File: src/rtl/mailbox_apb_port.sv
// APB3 slave front-end for one side of the inter-hart mailbox interrupt block.
// Turns register accesses into mailbox wr/rd strobes and counts mailbox interrupt edges.
module mailbox_apb_port #(
   parameter int unsigned ADDR_W  = 8,
   parameter int unsigned TIMEOUT = 15,
   parameter logic [7:0]  SIDE_ID = 8'h0A
) (
   input  logic              clk,
   input  logic              reset,
   input  logic              psel,
   input  logic              penable,
   input  logic              pwrite,
   input  logic [ADDR_W-1:0] paddr,
   input  logic [31:0]       pwdata,
   output logic [31:0]       prdata,
   output logic              pready,
   output logic              pslverr,
   output logic              mb_wr,
   output logic              mb_rd,
   output logic [2:0]        mb_wdata,
   input  logic [2:0]        mb_rdata,
   input  logic              mb_rvalid,
   input  logic              mp_irq
);

   typedef enum logic [1:0] {
      IDLE,
      RD_WAIT,
      RESP
   } state_e;

   localparam logic [1:0] OFF_CTRL   = 2'd0;
   localparam logic [1:0] OFF_STATUS = 2'd1;
   localparam logic [1:0] OFF_IRQCNT = 2'd2;
   localparam logic [7:0] CNT_LAST   = 8'(TIMEOUT - 1);

   state_e      state_q, state_d;
   logic [31:0] prdata_q, prdata_d;
   logic        pready_q, pready_d;
   logic        pslverr_q, pslverr_d;
   logic        mb_wr_q, mb_wr_d;
   logic        mb_rd_q, mb_rd_d;
   logic [2:0]  mb_wdata_q, mb_wdata_d;
   logic [7:0]  cnt_q, cnt_d;
   logic        sticky_to_q, sticky_to_d;
   logic [15:0] irqcnt_q, irqcnt_d;
   logic        mp_irq_q;

   logic        setup;
   logic [1:0]  reg_sel;
   logic        irq_clr;
   logic        irq_rise;
   logic [31:0] status_val;
   logic        unused_inputs;

   assign setup         = psel & ~penable;
   assign reg_sel       = paddr[3:2];
   assign irq_rise      = mp_irq & ~mp_irq_q;
   assign status_val    = {16'd0, SIDE_ID, 6'd0, sticky_to_q, mp_irq_q};
   assign unused_inputs = ^{paddr[ADDR_W-1:4], paddr[1:0], pwdata[31:3]};

   always_comb begin
      state_d     = state_q;
      prdata_d    = prdata_q;
      pready_d    = 1'b0;
      pslverr_d   = 1'b0;
      mb_wr_d     = 1'b0;
      mb_rd_d     = 1'b0;
      mb_wdata_d  = mb_wdata_q;
      cnt_d       = cnt_q;
      sticky_to_d = sticky_to_q;
      irq_clr     = 1'b0;

      unique case (state_q)
         IDLE: begin
            if (setup) begin
               unique case (reg_sel)
                  OFF_CTRL: begin
                     if (pwrite) begin
                        mb_wr_d    = 1'b1;
                        mb_wdata_d = pwdata[2:0];
                        pready_d   = 1'b1;
                     end else begin
                        mb_rd_d = 1'b1;
                        cnt_d   = 8'd0;
                        state_d = RD_WAIT;
                     end
                  end
                  OFF_STATUS: begin
                     pready_d = 1'b1;
                     if (pwrite) begin
                        pslverr_d = 1'b1;
                        prdata_d  = 32'd0;
                     end else begin
                        prdata_d = status_val;
                     end
                  end
                  OFF_IRQCNT: begin
                     pready_d = 1'b1;
                     if (pwrite) begin
                        irq_clr = 1'b1;
                     end else begin
                        prdata_d = {16'd0, irqcnt_q};
                     end
                  end
                  default: begin
                     pready_d  = 1'b1;
                     pslverr_d = 1'b1;
                     prdata_d  = 32'd0;
                  end
               endcase
            end
         end

         // The strobe cycle itself does not count toward the timeout window.
         RD_WAIT: begin
            if (!psel) begin
               state_d = IDLE;
            end else if (mb_rvalid) begin
               prdata_d = {29'd0, mb_rdata};
               pready_d = 1'b1;
               state_d  = RESP;
            end else if (mb_rd_q) begin
               cnt_d = 8'd0;
            end else if (cnt_q == CNT_LAST) begin
               prdata_d    = 32'd0;
               sticky_to_d = 1'b1;
               pready_d    = 1'b1;
               pslverr_d   = 1'b1;
               state_d     = RESP;
            end else begin
               cnt_d = cnt_q + 8'd1;
            end
         end

         RESP: begin
            state_d = IDLE;
         end

         default: begin
            state_d = IDLE;
         end
      endcase
   end

   always_comb begin
      irqcnt_d = irqcnt_q;
      if (irq_clr) begin
         irqcnt_d = irq_rise ? 16'd1 : 16'd0;
      end else if (irq_rise && (irqcnt_q != 16'hFFFF)) begin
         irqcnt_d = irqcnt_q + 16'd1;
      end
   end

   always_ff @(posedge clk or posedge reset) begin
      if (reset) begin
         state_q     <= IDLE;
         prdata_q    <= 32'd0;
         pready_q    <= 1'b0;
         pslverr_q   <= 1'b0;
         mb_wr_q     <= 1'b0;
         mb_rd_q     <= 1'b0;
         mb_wdata_q  <= 3'd0;
         cnt_q       <= 8'd0;
         sticky_to_q <= 1'b0;
         irqcnt_q    <= 16'd0;
         mp_irq_q    <= 1'b0;
      end else begin
         state_q     <= state_d;
         prdata_q    <= prdata_d;
         pready_q    <= pready_d;
         pslverr_q   <= pslverr_d;
         mb_wr_q     <= mb_wr_d;
         mb_rd_q     <= mb_rd_d;
         mb_wdata_q  <= mb_wdata_d;
         cnt_q       <= cnt_d;
         sticky_to_q <= sticky_to_d;
         irqcnt_q    <= irqcnt_d;
         mp_irq_q    <= mp_irq;
      end
   end

   assign prdata   = prdata_q;
   assign pready   = pready_q;
   assign pslverr  = pslverr_q;
   assign mb_wr    = mb_wr_q;
   assign mb_rd    = mb_rd_q;
   assign mb_wdata = mb_wdata_q;

endmodule

File: config.mk
export PLATFORM = sky130hd
export DESIGN_NAME = mailbox_apb_port
export DESIGN_NICKNAME = d
export VERILOG_FILES = /design/src/rtl/mailbox_apb_port.sv
export SDC_FILE = /design/constraint.sdc
export NUM_CORES = 1
export LEC_CHECK = 0
export CORE_AREA = 2 2 79 81
export DETAILED_ROUTE_END_ITERATION = 7
export DIE_AREA = 0 0 81 83
export PLACE_DENSITY = 0.95
export SYNTH_ARGS = -nofsm -noshare
export SYNTH_HDL_FRONTEND = slang
export SYNTH_SLANG_ARGS = --single-unit
File: constraint.sdc
create_clock -name clk -period 4.5 [get_ports clk]
set_input_delay 0.9 -clock clk [delete_from_list [all_inputs] [get_ports clk]]
set_output_delay 0.9 -clock clk [all_outputs]
set_load 0.01 [all_outputs]
==> key figures <==
Outcome
  – Status: complete, no violations

Logic synthesis
  – Post-synthesis sequential area ratio: between 40% and 50%
  – Commonest register cell after synthesis: dfrtp_1
  – Synth Warn #: 0
  – Ys async rst share: 100.0%
  – #FFs+latches synth: 51
  – Count of cell types in the netlist: 54
  – Post-synth top area share: a little under half
  – Mapped Cells: ~280
  – EDFF count, synth: 0
  – Post-synth top area cell: dfrtp_1
  – Post-synthesis instance area: 2830 sq um
  – Synthesized area per cell: around 10 sq um
  – Top cells by area, synth: dfrtp_1, mux2i_1, buf_4

Drt
  – Vias per inst: 5.655
  – Metal3 WL: roughly 380 um
  – Routed WL: a little under 6 mm
  – Routed Antenna Nets: 0
  – Starting DRT DRC Count: about 130
  – WL per Instance: ~15 um
  – Drt first pass iters: 4
  – Wire length on met1: approximately 2.5 mm
  – Wire length on met2: 2.848 mm
  – Via count: 2194
  – # DRC: 0
  – Top sig layer: met4

Clock tree
  – Clock sinks: between 50 and 60
  – Hold_buf cts: 0
  – Clk root buf: clkbuf_8
  – Setup Buffers After CTS: 0
  – Clk buf depth: 2
  – Post-CTS sizing: 0
  – TritonCTS Buffers: 5
  – Latest clock arrival within the worst-skew pair: 0.30 ns
  – CTS clock-pin slew for the worst setup and hold paths: 0.09 ns
  – CTS H-tree lvls: 2
  – CTS tree: yes

Setup path
  – Worst endpoint required time: 4.70 ns
  – Crit path arrival time: just under 3 ns
  – Critical path's top delay family: buffers and inverters
  – CP bufs+invs: 3
  – Reg2reg end: irqcnt_q[13]
  – Worst stage delay on the critical path: approximately 0.52 ns
  – Critical path class: primary input to flop
  – Critical-path maximum fanout: 16
  – Worst path cell trace: clkdlybuf4s50_1, inv_1, ha_1, a211oi_1, o21ai_0, a21oi_2, buf_4, mux2_2
  – FF-to-FF setup slack: 2.07 ns
  – Slowest CP cell: clkdlybuf4s50_1
  – Launch point of the worst reg-to-reg path: irqcnt_q[0]
  – Reg2Reg Depth: 5
  – Startpoint types: primary input
  – Setup crit end kind: flop

Floorplanning
  – Initial Util: between 40% and 50%
  – Area of the core: 5816 sq um
  – Core Rows: 28
  – Die W: 81 um
  – I/O pin cnt: 89
  – Chip height: 83 um
  – Die ar.: 6723 sq um

Timing
  – RSZ-0062 raised after global routing: false
  – Max-slew headroom: a little under a fifth
  – Fin crit period: 2.737 ns
  – Clock skew: 0.004409 ns
  – Setup ws final: about 1.8 ns
  – Final-report max-slew violation count: 0
  – Peak Freq: 0.3654 GHz
  – Fraction of the cycle the final worst path needs: 60.82%
  – Setup_tns: 0 ns
  – Setup violations, final: 0
  – Slew at the pin closest to its max-slew limit: 1.206 ns
  – Final hold vios: 0

Min path
  – Worst hold start: sticky_to_q
  – Hold Path End: sticky_to_q
  – Worst hold path class: flop to flop
  – Hold path cells: 1

Global route
  – Initial antenna violation count: 0
  – Total grt overflow: 0
  – Total GRT Usage: between 10% and 20%
  – Vias in the first global route: 2210
  – Largest net degree at the start of global routing: 52
  – First-pass GRT wire length: 10.15 mm

Placement
  – Pre-CTS setup slack: 1.500 ns
  – Buffers on Ports: 37
  – GP Congestion: 0.9220
  – DP Wirelength: 4.104 mm

Cells and area
  – Share of cells above drive strength 1: 8.626%
  – Seq. cell area: between 1000 and 1500 sq um
  – Area grow syn2layout: 16.80%
  – FILL cells: 510
  – NumNets Final: 368
  – Ant diodes: 0
  – Area occupied by multi-input gates: 1339 sq um

Pwr
  – Pwr Density: between 300 and 400 nW/um^2
  – Leakage Power: 1.389 nW
  – Total power: about 1.1 mW
  – Maximum VDD drop: 0.0002297 V

Flow run
  – Max Cap Viol: 0
## cells in the mapped netlist, types with 4 or more instances
cell	n
a21oi_1	14
and3_1	6
buf_4	19
dfrtp_1	51
ha_1	6
inv_1	23
mux2_2	6
mux2i_1	15
nand2_1	26
nand2b_1	4
nand3_1	11
nand4_1	6
nor2_1	4
o211ai_1	5
o21ai_0	10
o311ai_0	4
o31ai_1	6
or4_1	4
## worst register-to-register path, delay by kind of cell (launching register included)
kind                       cells  cell delay, ns
adders and majority gates      1            0.26
DFF                            1            0.44
muxes                          1            0.19
and+or+nand+nor                3            1.47
## worst max path at each step
stage | from | end | cells after the start
floorplan | paddr[2] | prdata[0] | 6
global placement | paddr[2] | prdata[0] | 8
detailed placement | paddr[2] | prdata[0] | 8
CTS | paddr[2] | prdata[0] | 8
global route | paddr[2] | prdata[0] | 8
finish | paddr[2] | prdata[0] | 8
## routing by layer
layer	up-vias	GRT usage (%)
met1	1052	25.05
met5	-	0
met2	81	30.20
li1	1051	-
met3	10	4.457
met4	0	8.166
## report_power, final
group	leakage (nW)	internal [mW]	switching (mW)
combinational	0.639	0.0842	0.0818
clock	0.0654	0.222	0.147
sequential	0.685	0.502	0.0561
## sequential cells by signal (all words and copies together), names as in the netlist
register	flops
mp_irq_q	1
pready	1
cnt_q	8
irqcnt_q	16
mb_wdata	3
state_q	2
mb_wr	1
prdata	16
mb_rd	1
sticky_to_q	1
pslverr	1
## placed cells by master, fill, tap and decap left out, types with 6 or more instances in the layout
cell type / n
dfrtp_1: 51
clkdlybuf4s50_1: 37
nand2_1: 26
inv_1: 22
conb_1: 16
mux2i_1: 15
a21oi_1: 14
nand3_1: 11
o21ai_0: 10
nand4_1: 6
and3_1: 6
mux2_2: 6
o31ai_1: 6
ha_1: 6
## logic make-up (layout without fill, tap and decap cells)
| kind of cell | Yosys count | count (layout) | synth area share [%] |
|---|---|---|---|
| adder cells (fa/ha/maj) | 6 | 6 | 2.652 |
| AND/OR/NAND/NOR | 87 | 87 | 18.57 |
| other | 1 | 16 | 0.1325 |
| buffers and inverters | 50 | 69 | 9.593 |
| AO/OA/AOI/OAI | 62 | 62 | 15.87 |
| multiplexers | 22 | 22 | 8.090 |
| flip-flops | 51 | 51 | 45.09 |
## metrics by stage
stage / cells / area (sq um) / hold WS, ns / utilization (%)
finish: 388 / 3306 / 0.4841 / 56.84
global route: 388 / 3306 / 0.5307 / 56.84
CTS: 388 / 3306 / 0.4900 / 56.84
detailed placement: 380 / 3173 / 0.4614 / 54.56
global placement: 380 / 3173 / 0.4563 / 54.56
floorplan: 294 / 2887 / 0.4291 / -
## final cells by class
type	count	area share, %
clock buffer	6	2.195
clock inverter	2	1.817
inverter	23	2.612
multi-input combinational	193	40.50
sequential	51	38.61
tap	75	2.839
timing repair buffer	38	11.43
Note: power is estimated with default switching activity, not from simulation.
